--- src/rtl/imm_gen_pkg.sv ---
// imm_gen_pkg -- shared types and the immediate extension function for the
// decode-stage immediate generator.
//
// Contents:
//   IMM_SRC_W   width of the format select (3)
//   IMM_W_MAX   widest supported immediate (64); narrower builds truncate
//   imm_src_t   format select encoding (I, S, B, U, J, Z)
//   buf_state_t occupancy state of the 2-entry skid buffer
//   imm_ext_t   extension result: 64-bit immediate plus illegal-select flag
//   imm_extend  combinational extension of a 32-bit instruction
//
// Build option: define IMM_GEN_CSR_EN to decode select 101 as the Z-type
// CSR immediate; without it select 101 is treated as illegal.
package imm_gen_pkg;

    localparam int IMM_SRC_W = 3;
    localparam int IMM_W_MAX = 64;

    typedef enum logic [IMM_SRC_W-1:0] {
        IMM_I = 3'b000,
        IMM_S = 3'b001,
        IMM_B = 3'b010,
        IMM_U = 3'b011,
        IMM_J = 3'b100,
        IMM_Z = 3'b101
    } imm_src_t;

    typedef enum logic [1:0] {
        BUF_EMPTY = 2'b00,
        BUF_ONE   = 2'b01,
        BUF_FULL  = 2'b10
    } buf_state_t;

    typedef struct packed {
        logic [IMM_W_MAX-1:0] imm;
        logic                 err;
    } imm_ext_t;

    // The immediate is always built at 64 bits; sign extension is to the top
    // bit, so truncating to 32 bits gives the correct XLEN=32 result too.
    function automatic imm_ext_t imm_extend(input logic [31:0]          instr,
                                            input logic [IMM_SRC_W-1:0] src);
        imm_ext_t r;
        logic     s;
        s     = instr[31];
        r.imm = '0;
        r.err = 1'b0;
        case (src)
            IMM_I: r.imm = {{52{s}}, instr[31:20]};
            IMM_S: r.imm = {{52{s}}, instr[31:25], instr[11:7]};
            IMM_B: r.imm = {{52{s}}, instr[7], instr[30:25], instr[11:8], 1'b0};
            IMM_U: r.imm = {{32{s}}, instr[31:12], 12'b0};
            IMM_J: r.imm = {{44{s}}, instr[19:12], instr[20], instr[30:21], 1'b0};
`ifdef IMM_GEN_CSR_EN
            IMM_Z: r.imm = {{(IMM_W_MAX-5){1'b0}}, instr[19:15]};
`endif
            default: begin
                // Illegal select: zero immediate, flagged, beat still flows.
                r.imm = '0;
                r.err = 1'b1;
            end
        endcase
        return r;
    endfunction

endpackage

--- src/rtl/imm_gen_pipe_skid.sv ---
// imm_skid_buf -- generic 2-entry valid/ready skid buffer.
//
// Ports:
//   clk        clock, all state on rising edge
//   rst_n      synchronous active-low reset, discards buffered beats
//   flush      discard buffered beats; wins over same-cycle accept/consume
//   in_valid   / in_ready / in_data    upstream handshake (in_ready registered)
//   out_valid  / out_ready / out_data  downstream handshake (driven from M flops)
//
// Storage is a main register M (drives the outputs) and a skid register K
// that catches the one beat that can arrive while the consumer stalls.
// in_ready is registered from the next state, so out_ready never reaches
// in_ready combinationally.
module imm_skid_buf
    import imm_gen_pkg::*;
#(
    parameter int W = 8
) (
    input  logic         clk,
    input  logic         rst_n,
    input  logic         flush,
    input  logic         in_valid,
    output logic         in_ready,
    input  logic [W-1:0] in_data,
    output logic         out_valid,
    input  logic         out_ready,
    output logic [W-1:0] out_data
);

    buf_state_t   state_reg;
    buf_state_t   state_next;
    logic         in_ready_reg;
    logic [W-1:0] m_data_reg;
    logic [W-1:0] k_data_reg;

    logic accept;
    logic consume;
    logic load_m_in;
    logic load_m_k;
    logic load_k;

    // State register; in_ready follows the next state so it is a flop.
    always_ff @(posedge clk) begin
        if (!rst_n) begin
            state_reg    <= BUF_EMPTY;
            in_ready_reg <= 1'b1;
        end else begin
            state_reg    <= state_next;
            in_ready_reg <= (state_next != BUF_FULL);
        end
    end

    // Next-state logic.
    always_comb begin
        state_next = state_reg;
        if (flush) begin
            state_next = BUF_EMPTY;
        end else begin
            case (state_reg)
                BUF_EMPTY: if (accept) state_next = BUF_ONE;
                BUF_ONE: begin
                    if (accept && !consume)      state_next = BUF_FULL;
                    else if (!accept && consume) state_next = BUF_EMPTY;
                end
                BUF_FULL:  if (consume) state_next = BUF_ONE;
                default:   state_next = BUF_EMPTY;
            endcase
        end
    end

    // Output / datapath-control logic.
    always_comb begin
        out_valid = (state_reg != BUF_EMPTY);
        accept    = in_valid && in_ready_reg;
        consume   = out_valid && out_ready;
        // A new beat goes straight to M when M is free or being emptied this
        // cycle; it parks in K only when M is occupied and stalled.
        load_m_in = !flush && accept &&
                    ((state_reg == BUF_EMPTY) || ((state_reg == BUF_ONE) && consume));
        load_m_k  = !flush && consume && (state_reg == BUF_FULL);
        load_k    = !flush && accept && (state_reg == BUF_ONE) && !consume;
    end

    always_ff @(posedge clk) begin
        if (!rst_n) begin
            m_data_reg <= '0;
            k_data_reg <= '0;
        end else begin
            if (load_m_in) begin
                m_data_reg <= in_data;
            end else if (load_m_k) begin
                m_data_reg <= k_data_reg;
            end
            if (load_k) begin
                k_data_reg <= in_data;
            end
        end
    end

    assign in_ready = in_ready_reg;
    assign out_data = m_data_reg;

endmodule

--- src/rtl/imm_gen_pipe.sv ---
// imm_gen_pipe -- pipelined immediate generator for the decode stage.
//
// Parameters:
//   XLEN   immediate width, 32 or 64
//   TAG_W  sideband tag width (>= 1)
// Ports:
//   clk, rst_n (synchronous, active-low), flush (pipeline kill)
//   in_valid / in_ready      input handshake, in_ready registered
//   in_instr [31:0]          raw instruction
//   in_imm_src [2:0]         format select (I,S,B,U,J, Z when CSR build)
//   in_tag [TAG_W-1:0]       sideband returned unchanged
//   out_valid / out_ready    output handshake
//   out_imm [XLEN-1:0]       extended immediate
//   out_tag, out_err         beat tag and illegal-select flag
//
// Build option: IMM_GEN_CSR_EN enables the Z-type (CSR uimm) select.
//
// Extension is combinational on the input side; the result is captured in
// the skid buffer, so every output comes straight from a flop.
module imm_gen_pipe
    import imm_gen_pkg::*;
#(
    parameter int XLEN  = 32,
    parameter int TAG_W = 8
) (
    input  logic                 clk,
    input  logic                 rst_n,
    input  logic                 flush,
    input  logic                 in_valid,
    output logic                 in_ready,
    input  logic [31:0]          in_instr,
    input  logic [IMM_SRC_W-1:0] in_imm_src,
    input  logic [TAG_W-1:0]     in_tag,
    output logic                 out_valid,
    input  logic                 out_ready,
    output logic [XLEN-1:0]      out_imm,
    output logic [TAG_W-1:0]     out_tag,
    output logic                 out_err
);

    localparam int PAY_W = XLEN + TAG_W + 1;

    imm_ext_t         ext;
    logic [PAY_W-1:0] in_payload;
    logic [PAY_W-1:0] out_payload;

    always_comb begin
        ext = imm_extend(in_instr, in_imm_src);
    end

    assign in_payload = {ext.imm[XLEN-1:0], in_tag, ext.err};

    // Upper bits of the 64-bit result are pure sign copies for XLEN=32.
    generate
        if (XLEN < IMM_W_MAX) begin : g_trunc
            logic unused_hi;
            assign unused_hi = ^ext.imm[IMM_W_MAX-1:XLEN];
        end
    endgenerate

    imm_skid_buf #(
        .W (PAY_W)
    ) u_skid (
        .clk       (clk),
        .rst_n     (rst_n),
        .flush     (flush),
        .in_valid  (in_valid),
        .in_ready  (in_ready),
        .in_data   (in_payload),
        .out_valid (out_valid),
        .out_ready (out_ready),
        .out_data  (out_payload)
    );

    assign {out_imm, out_tag, out_err} = out_payload;

endmodule

--- config.mk ---
export PLATFORM = sky130hd
export DESIGN_NAME = imm_gen_pipe
export DESIGN_NICKNAME = d
export VERILOG_FILES = /design/src/rtl/imm_gen_pkg.sv /design/src/rtl/imm_gen_pipe_skid.sv /design/src/rtl/imm_gen_pipe.sv
export SDC_FILE = /design/constraint.sdc
export NUM_CORES = 1
export LEC_CHECK = 0
export ABC_AREA = 1
export CAP_MARGIN = 10
export CORE_MARGIN = 1
export CORE_UTILIZATION = 54
export DETAILED_ROUTE_END_ITERATION = 16
export GPL_TIMING_DRIVEN = 0
export PLACE_DENSITY_LB_ADDON = 0.08
export REMOVE_ABC_BUFFERS = 1
export SETUP_SLACK_MARGIN = 0.5
export SLEW_MARGIN = 15
export SYNTH_ARGS = -nofsm -noshare
export SYNTH_HDL_FRONTEND = slang
export SYNTH_SLANG_ARGS = --single-unit
--- constraint.sdc ---
create_clock -name clk -period 2.9 [get_ports clk]
set_input_delay 0.29 -clock clk [delete_from_list [all_inputs] [get_ports clk]]
set_output_delay 0.29 -clock clk [all_outputs]
set_load 0.005 [all_outputs]
==> impl_metrics.py <==
metrics = {
    "sta": {
        "finalSetupViolations": 0,
        "fin_crit_sh_pct": 82.2,
        "hold_violations": 0,
        "hold_slack_ps": 380,
        "maxSlewViolCount": 0,
        "rsz0062_at_grt": "true",
        "max_slew_margin_pct": 23.1,
        "fin_crit_ps": 2380,
        "clock_skew_ps": 12.9,
        "worstMarginPinSlew_ps": 1150,
        "clock.fmax_mhz": 420,
    },
    "worst_setup_path": {
        "r2r_slack_ps": 680,
        "crit-reg2reg-launch": "u_skid.state_reg[0]",
        "path_class": "in -> reg",
        "critPathLaunch": "flush",
        "cp-endpoint": "u_skid.k_data_reg[28]",
        "cp_data_arrival_time_ps": 2680,
        "end_kind": "register",
        "crit_family": "simple AND/OR/NAND/NOR gates",
        "path_common_cell": "nor2_2",
        "worst-path-buf-inv": 1,
        "reg2regPathDepth": 4,
        "cp_max_fo": 26,
        "startpoint_type": "input port",
        "r2r-end": "u_skid.k_data_reg[28]",
        "cpMaxStageDelayCell": "nor2_2",
        "cp_slowest_stage_delay_ps": 940,
        "crit_path_cell_trace": "clkdlybuf4s50_1 -> nor2_2 -> nand2_1 -> nor2_2 -> o21ai_0 -> nor2_1",
        "cp.depth": 6,
        "cp_data_required_time_ps": 3200,
    },
    "synthesis": {
        "netlist_instances": 619,
        "ys_warn_count": 0,
        "synth-seq-area-share_pct": 41.7,
        "synthDistinctLibCells": 24,
        "syn_area_per_cell_sq_um": 6.60,
        "yosysMostFrequentCell": "nor2_1",
        "netlist_top_cells_area": "dfxtp_1, nor2_1, nand2_1, nand3_1, o21ai_0",
        "synth_top_area_share_pct": 41.7,
        "ys_top_cells_by_count": "nor2_1, nand2_1, dfxtp_1, nand3_1, o21ai_0",
        "ys_ff_latch": 85,
        "synth-main-ff-cell": "dfxtp_1",
        "synth_area_sq_mm": 0.00409,
        "synth_edf_count": 0,
        "async_flop_share_pct": 0,
        "post-synth-top-area-cell": "dfxtp_1",
    },
    "grt": {
        "grt_max_degree": 59,
        "grt_pass1_vias": 3922,
        "grtUsageTotal_pct": 29.7,
        "antenna_found_initial": 0,
        "grt_overflow_total": 0,
        "grt_pass1_wl_microns": 18100,
    },
    "min_path": {
        "min_path_type": "in -> reg",
    },
    "power": {
        "p_switching_mw": 0.662,
        "powerDensity_mw_per_mm2": 494,
        "comb_power_share_pct": 14.7,
        "intPower_mw": 1.86,
        "p_sw_share_pct": 26.2,
        "clkPwrFrac_pct": 36.5,
        "seq_power_share_pct": 48.8,
        "peakVddDrop_mv": 0.264,
        "p_leak_nw": 2.19,
    },
    "die": {
        "rows": 31,
        "chipHeight_microns": 89.0,
        "start_util_pct": 56.0,
        "die_w_microns": 89.0,
        "io_pins": 91,
        "core_area_sq_mm": 0.00729,
        "dieArea_sq_mm": 0.00792,
    },
    "clock_network": {
        "tritoncts": "built",
        "cts_hold_buffers": 0,
        "cts.sinks": 85,
        "root_buffer": "clkbuf_8",
        "clk_pin_slew_worst_paths_ps": 90,
        "numCtsBuffers": 9,
        "clk_latency_ps": 360,
        "htree_levels": 3,
        "clockBufferDepth": 2,
    },
    "layout": {
        "n_fill_cell": 670,
        "nets": 724,
        "instances_no_fill": 779,
        "area_growth_syn_to_layout_pct": 25.1,
        "antenna_cells": 0,
        "drive_gt1_share_pct": 5.88,
    },
    "routing": {
        "avgViaCountPerCell": 5.55,
        "antenna_left": 0,
        "wl_per_cell_microns": 15.1,
        "vias": 4327,
        "drtIter0Drc": 320,
        "totalWireLength_microns": 11800,
        "route.detailed.drc": 0,
        "drtPass1Iterations": 5,
    },
    "flow_run": {
        "cap_violations": 0,
    },
    "place": {
        "dp_hpwl_microns": 6610,
        "io_buffers": 83,
        "place_congestion": 0.794,
        "dp_cells": 758,
    },
    "status": {
        "outcome": "finished, final reports clean",
    },
}
## routing by layer
layer / part of all wire, % / vias to the layer above / GRT usage (%)
met5: 0 / - / 0
met4: 2.9 / 0 / 14.4
met3: 8.8 / 28 / 4.52
met2: 48 / 205 / 50.4
met1: 40 / 1979 / 37.0
li1: - / 2115 / -
## cell type report
| class | count | area, sq um | area share (%) |
|---|---|---|---|
| clock buffer | 10 | 128 | 2.50 |
| clock inverter | 5 | 85.1 | 1.67 |
| inverter | 41 | 158 | 3.09 |
| multi-input combinational | 453 | 2050 | 40.2 |
| sequential | 85 | 1700 | 33.3 |
| tap | 99 | 124 | 2.42 |
| timing repair buffer | 85 | 853 | 16.7 |
| timing repair inverter | 1 | 7.51 | 0.147 |
## layout by cell type (no fill, tap or decap), types with 2 or more instances in the layout
| cell | instances |
|---|---|
| nor2_1 | 132 |
| nand2_1 | 118 |
| dfxtp_1 | 85 |
| clkdlybuf4s50_1 | 82 |
| nand3_1 | 67 |
| o21ai_0 | 53 |
| inv_1 | 37 |
| nor3_1 | 22 |
| a21oi_1 | 21 |
| nand4_1 | 13 |
| clkbuf_8 | 9 |
| nor2_2 | 7 |
| nand3b_1 | 6 |
| nor2_4 | 3 |
| nand2_2 | 3 |
| clkinvlp_4 | 3 |
| inv_2 | 2 |
| nand2_4 | 2 |
| nand3_2 | 2 |
| o21ai_1 | 2 |
| bufinv_16 | 2 |
## power groups by stage
| stage | Combinational [mW] | Sequential [mW] | Clock, mW |
|---|---|---|---|
| 6_report | 0.372 | 1.23 | 0.921 |
| 5_1_grt | 0.410 | 1.24 | 0.975 |
| 4_1_cts | 0.365 | 1.23 | 0.921 |
| 3_5_place_dp | 0.358 | 1.26 | 0 |
| 3_3_place_gp | 0.348 | 1.25 | 0 |
| 2_1_floorplan | 0.161 | 1.26 | 0 |
## kinds of logic (layout without fill, tap and decap cells)
logic type             after synthesis  in the layout  synth area share, %
DFF                                 85             85                 41.7
buffers and inverters               85            142                 9.62
AOI/OAI and AO/OA                   76             76                 9.31
and+or+nand+nor                    373            377                 39.4
## through the flow
| stage | cell area, sq um | power [mW] | setup WS [ps] | utilization [%] | TNS, ps |
|---|---|---|---|---|---|
| floorplan | 3850 | 1.42 | 76.2 | - | 0 |
| global placement | 4800 | 1.60 | -2080 | 65.8 | -81500 |
| detailed placement | 4830 | 1.62 | -394 | 66.2 | -11430 |
| CTS | 5080 | 2.52 | 511 | 69.7 | 0 |
| global route | 5110 | 2.62 | 397 | 70.1 | 0 |
| finish | 5110 | 2.52 | 517 | 70.1 | 0 |
## worst min-delay path by stage
stage / start / end / slack [ps] / depth (start not counted)
final: rst_n / u_skid.k_data_reg[4] / 380 / 3
after global routing: rst_n / u_skid.in_ready / 390 / 2
after detailed placement: u_skid.k_data_reg[16] / u_skid.k_data_reg[16] / 470 / 2
after CTS: rst_n / u_skid.out_data[20] / 370 / 3
after floorplan: rst_n / u_skid.out_data[9] / 390 / 2
after global placement: u_skid.k_data_reg[15] / u_skid.k_data_reg[15] / 460 / 2
## tightest hold or removal path, cell delays in order
cell and delay [ps]:
buf_2 240, o21ai_0 130, nor2_1 40
## repair_timing
| action | in CTS | in global routing |
|---|---|---|
| endpoints found under the setup margin | 56 | 36 |
| resized for setup | 5 | 2 |
| pin swaps | 1 | 2 |
| gates cloned | 3 | 2 |
| setup buffers | 0 | 1 |
No activity file was read; power rests on OpenSTA's default activity.
